**src/rtl/ifu_fetch_pkg.sv**
```systemverilog
// ifu_fetch_pkg: shared fetch-unit state encoding and reset PC default
package ifu_fetch_pkg;
  typedef enum logic [1:0] {S_REQ = 2'd0, S_WAIT = 2'd1, S_HOLD = 2'd2} state_t;
  localparam logic [31:0] RESET_PC_DEF = 32'h8000_0000;
endpackage

```
**src/rtl/ifu_pc_reg.sv**
```systemverilog
// ifu_pc_reg: program counter with reset value, +4 step and word-aligned redirect load
module ifu_pc_reg import ifu_fetch_pkg::*; #(
  parameter logic [31:0] RESET_PC = RESET_PC_DEF
) (
  input  logic        clk,
  input  logic        rst_n,
  input  logic        inc,
  input  logic        load,
  input  logic [31:2] load_pc,
  output logic [31:0] pc
);
  always_ff @(posedge clk or negedge rst_n)
    if (!rst_n) pc <= RESET_PC;
    else if (load) pc <= {load_pc, 2'b00};
    else if (inc) pc <= pc + 32'd4;
endmodule

```
**src/rtl/ifu_fetch.sv**
```systemverilog
// ifu_fetch: single-outstanding instruction fetch with redirect and decode handoff
module ifu_fetch import ifu_fetch_pkg::*; #(
  parameter logic [31:0] RESET_PC = RESET_PC_DEF
) (
  input  logic        clk,
  input  logic        rst_n,
  output logic        imem_req_valid,
  input  logic        imem_req_ready,
  output logic [31:0] imem_req_addr,
  input  logic        imem_rsp_valid,
  output logic        imem_rsp_ready,
  input  logic [31:0] imem_rsp_data,
  input  logic        redirect_valid,
  input  logic [31:0] redirect_pc,
  output logic        id_valid,
  input  logic        id_ready,
  output logic [31:0] id_pc,
  output logic [31:0] id_inst,
  output logic [6:0]  id_opcode,
  output logic [4:0]  id_rd,
  output logic [2:0]  id_funct3,
  output logic [4:0]  id_rs1,
  output logic [4:0]  id_rs2,
  output logic [6:0]  id_funct7
);
  state_t state, state_n;
  logic kill, kill_n, inc, cap;
  logic [31:0] pc;
  logic unused_lo;
  assign unused_lo = ^redirect_pc[1:0];
  ifu_pc_reg #(.RESET_PC(RESET_PC)) u_pc (
    .clk(clk), .rst_n(rst_n), .inc(inc), .load(redirect_valid),
    .load_pc(redirect_pc[31:2]), .pc(pc)
  );
  // a redirect always wins; kill marks an in-flight response that must be dropped
  always_comb begin
    state_n = state;
    kill_n = kill;
    inc = 1'b0;
    cap = 1'b0;
    case (state)
      S_REQ: if (imem_req_ready) begin
        state_n = S_WAIT;
        kill_n = redirect_valid;
      end
      S_WAIT: if (imem_rsp_valid) begin
        cap = !kill && !redirect_valid;
        state_n = cap ? S_HOLD : S_REQ;
        kill_n = 1'b0;
      end else if (redirect_valid) kill_n = 1'b1;
      S_HOLD: if (redirect_valid || id_ready) begin
        state_n = S_REQ;
        inc = !redirect_valid;
      end
      default: state_n = S_REQ;
    endcase
  end
  always_ff @(posedge clk or negedge rst_n)
    if (!rst_n) begin
      state <= S_REQ;
      kill <= 1'b0;
      id_inst <= 32'h0;
      id_pc <= RESET_PC;
    end else begin
      state <= state_n;
      kill <= kill_n;
      if (cap) begin
        id_inst <= imem_rsp_data;
        id_pc <= pc;
      end
    end
  assign imem_req_valid = rst_n && state == S_REQ;
  assign imem_req_addr = pc;
  assign imem_rsp_ready = state == S_WAIT;
  assign id_valid = state == S_HOLD;
  assign id_opcode = id_inst[6:0];
  assign id_rd = id_inst[11:7];
  assign id_funct3 = id_inst[14:12];
  assign id_rs1 = id_inst[19:15];
  assign id_rs2 = id_inst[24:20];
  assign id_funct7 = id_inst[31:25];
endmodule

```
**config.mk**
```make
export PLATFORM = sky130hd
export DESIGN_NAME = ifu_fetch
export DESIGN_NICKNAME = d
export VERILOG_FILES = /design/src/rtl/ifu_fetch_pkg.sv /design/src/rtl/ifu_pc_reg.sv /design/src/rtl/ifu_fetch.sv
export SDC_FILE = /design/constraint.sdc
export NUM_CORES = 1
export LEC_CHECK = 0
export BUFFER_PORTS_ARGS = -buffer_cell sky130_fd_sc_hd__buf_2
export CORE_MARGIN = 1
export CORE_UTILIZATION = 48
export DETAILED_ROUTE_END_ITERATION = 10
export PLACE_DENSITY = 0.81
export SYNTH_ARGS = -nofsm -noshare
export SYNTH_HDL_FRONTEND = slang
export SYNTH_SLANG_ARGS = --single-unit
```
**constraint.sdc**
```tcl
create_clock -name clk -period 2.5 [get_ports clk]
set_clock_uncertainty 0.1 [all_clocks]
set_input_delay 0.25 -clock clk [delete_from_list [all_inputs] [get_ports clk]]
set_output_delay 0.25 -clock clk [all_outputs]
set_load 0.02 [all_outputs]
```
==> reports/metrics.cfg <==
[outcome]
status = finished clean

[worst_setup_path]
r2r_cells = 4
reg2reg_to = u_pc.pc[24]
critPathCapture = u_pc.pc[24]
critPathLaunch = u_pc.pc[6]
critPathKind = reg2reg
end_kind = flop
path_max_fanout = 30
required_ps = 2680
arrival_ps = 2440
startpoint_type = flop
ff2ff_setup_slack_ps = 230
r2r_start = u_pc.pc[6]

[worst_hold_path]
hold_class = in2reg
hold_path_startpoint = redirect_pc[7]

[floorplanning]
die_area_sq_mm = 0.00997
die_w_um = 99.8
initial_core_util_pct = 49.7
coreArea_sq_mm = 0.00924
row_count = 35
die_y_um = 99.8
ios = 201

[placed_design]
routabilityCongestion = 0.768
numPortBuffers = 194
placed_cell_area_sq_mm = 0.00536
hpwl_mm = 7.36

[timing]
rsz0062_at_grt = no
maxSlewViolCount = 0
hold_violations = 0
tns_ps = 0
layout_min_cycle_time_ps = 2270
finalSetupViolCount = 0
slew_headroom_pct = 58.9
fmaxAchievable_mhz = 441
tightest_slew_ps = 611
timing.final.crit_share_pct = 90.7

[global_route]
antenna_found_initial = 0
grt_pass1_vias = 3453
gr-total-overflow = 0
grt_max_degree = 96
grt.total_usage_pct = 21.0
grt_first_pass_wirelength_mm = 16.5

[pwr]
ir_drop_mv = 0.574
p_leak_nw = 2.68
power_density_mw_per_mm2 = 1100

[cells_and_area]
diodes = 0
layout-drive-gt1-share_pct = 50.3
final_cell_area_sq_mm = 0.00566
area_delta_synth_final_pct = 23.2
nNetsFinal = 632

[clock_tree]
clock-root-buffer = clkbuf_8
cts_setup_buffers = 0
cts_tree = built
h-tree-depth = 3
cts_buffers = 9
clk_latency_ps = 350
cts_resized = 0
cts.sinks = 95
clkTransAtPathRegs_ps = 90
clockBufferDepth = 2

[detailed_routing]
vias_per_cell = 5.20
vias = 3610
firstDrtPassIters = 4
post_drt_wl_per_cell_um = 14.8
drtIter0Drc = 105
drc = 0
wirelength_mm = 10.3
drtAntennaViolNets = 0

[yosys]
synth_edf_count = 0
synthCells = 400
ys_seq_elements = 95
syn_area_per_cell_sq_um = 11.5
async_flop_share_pct = 100
ys_types = 43
synth_flop_cell = dfrtp_1
ys_seq_area_share_pct = 51.8
yosys_warnings = 0
syn_area_sq_mm = 0.00459

[run]
cap_violations = 0

## Yosys cell counts, types with 2 or more instances
library cell / instances / area share, %
or4_1: 16 / 2.6
and2_1: 3 / 0.41
buf_4: 37 / 6.0
nand3_1: 11 / 1.2
buf_1: 6 / 0.49
xnor2_1: 3 / 0.57
nor4_1: 4 / 0.54
buf_2: 2 / 0.22
inv_1: 7 / 0.57
mux2i_1: 2 / 0.44
nand4_1: 13 / 1.8
dfrtp_1: 93 / 51
buf_6: 7 / 1.7
dfstp_2: 2 / 1.1
and4_1: 2 / 0.38
o21ai_0: 13 / 1.4
o41ai_1: 2 / 0.38
clkbuf_1: 5 / 0.41
o31ai_1: 14 / 2.3
a31oi_1: 17 / 2.3
nand2_1: 27 / 2.2
xor2_1: 5 / 0.95
nor2_1: 23 / 1.9
mux2_2: 62 / 15
or3_1: 5 / 0.68
a211o_1: 2 / 0.38
## worst min path at each step
stage                     slack (ps)  cells past startpoint     endpoint
after global routing             0.8                      2  id_inst[26]
after detailed placement         300                      2    id_pc[11]
after global placement           280                      2    id_pc[13]
final                             10                      3   u_pc.pc[7]
after floorplan                 -150                      0   id_inst[0]
after CTS                        0.2                      3   u_pc.pc[4]
## sequential cells by signal (all words and copies together), names as in the netlist
name,flops
kill,1
u_pc.pc,30
id_inst,32
state,2
id_pc,30
## layer usage
| layer | routed length, um | track usage (%) |
|---|---|---|
| met1 | 4350 | 26.4 |
| met2 | 5180 | 36.1 |
| met3 | 642 | 5.36 |
| met4 | 105 | 5.66 |
| met5 | 0 | 0 |
## power by group
part | leakage [nW] | internal (mW) | switching [mW] | total [mW]
clock | 0.116 | 0.619 | 0.533 | 1.15
sequential | 1.12 | 2.09 | 0.364 | 2.46
combinational | 1.45 | 1.03 | 1.62 | 2.64
total | 2.68 | 3.74 | 2.51 | 6.25
## metrics by stage
stage	worst slack [ps]	std cells	utilization [%]	hold slack (ps)	power [mW]
after floorplan	301	403	-	-146	4.48
after global placement	347	672	58.0	284	5.07
after detailed placement	269	672	58.0	296	5.16
after CTS	235	694	61.2	0.180	6.32
after global routing	127	694	61.2	0.773	6.58
final	233	694	61.2	10.0	6.25
## logic make-up after synthesis
group / synth area share [%]
mux: 15.6
xor+xnor: 1.53
simple gates: 13.3
flops: 51.8
compound gates: 7.22
buf+inv: 10.1
other cells: 0.0816
fa+ha+maj: 0.272
## area by class of cell
type	instances	area (sq um)
Fill cell	785	3580
Sequential cell	95	2380
Multi-Input combinational cell	241	1760
Timing Repair Buffer	207	1100
Tap cell	129	161
Clock buffer	11	151
Clock inverter	4	77.6
Inverter	7	26.3
## what timing repair did
action	4_1_cts	5_1_grt
hold buffers	7	0
hold endpoints to repair	99	0
endpoints found under the setup margin	0	0
## critical path, cell delays in order (launching register included)
cell and delay, ps:
dfrtp_1 500, nand3_2 140, or4_4 710, or4_1 540
a31oi_1 200
## cells in the final DEF, fill, tap and decap left out, types with 4 or more instances in the layout
cell / n
or3_1: 4
nor2_1: 23
conb_1: 4
nor4_1: 4
a31oi_1: 17
dlygate4sd3_1: 7
buf_2: 193
nand4_1: 13
o21ai_0: 13
o31ai_1: 14
buf_4: 6
dfrtp_1: 93
inv_1: 7
xor2_1: 5
mux2_2: 62
nand2_1: 27
nand3_1: 11
clkbuf_8: 11
or4_1: 16
Power figures use the tool's default switching activity.
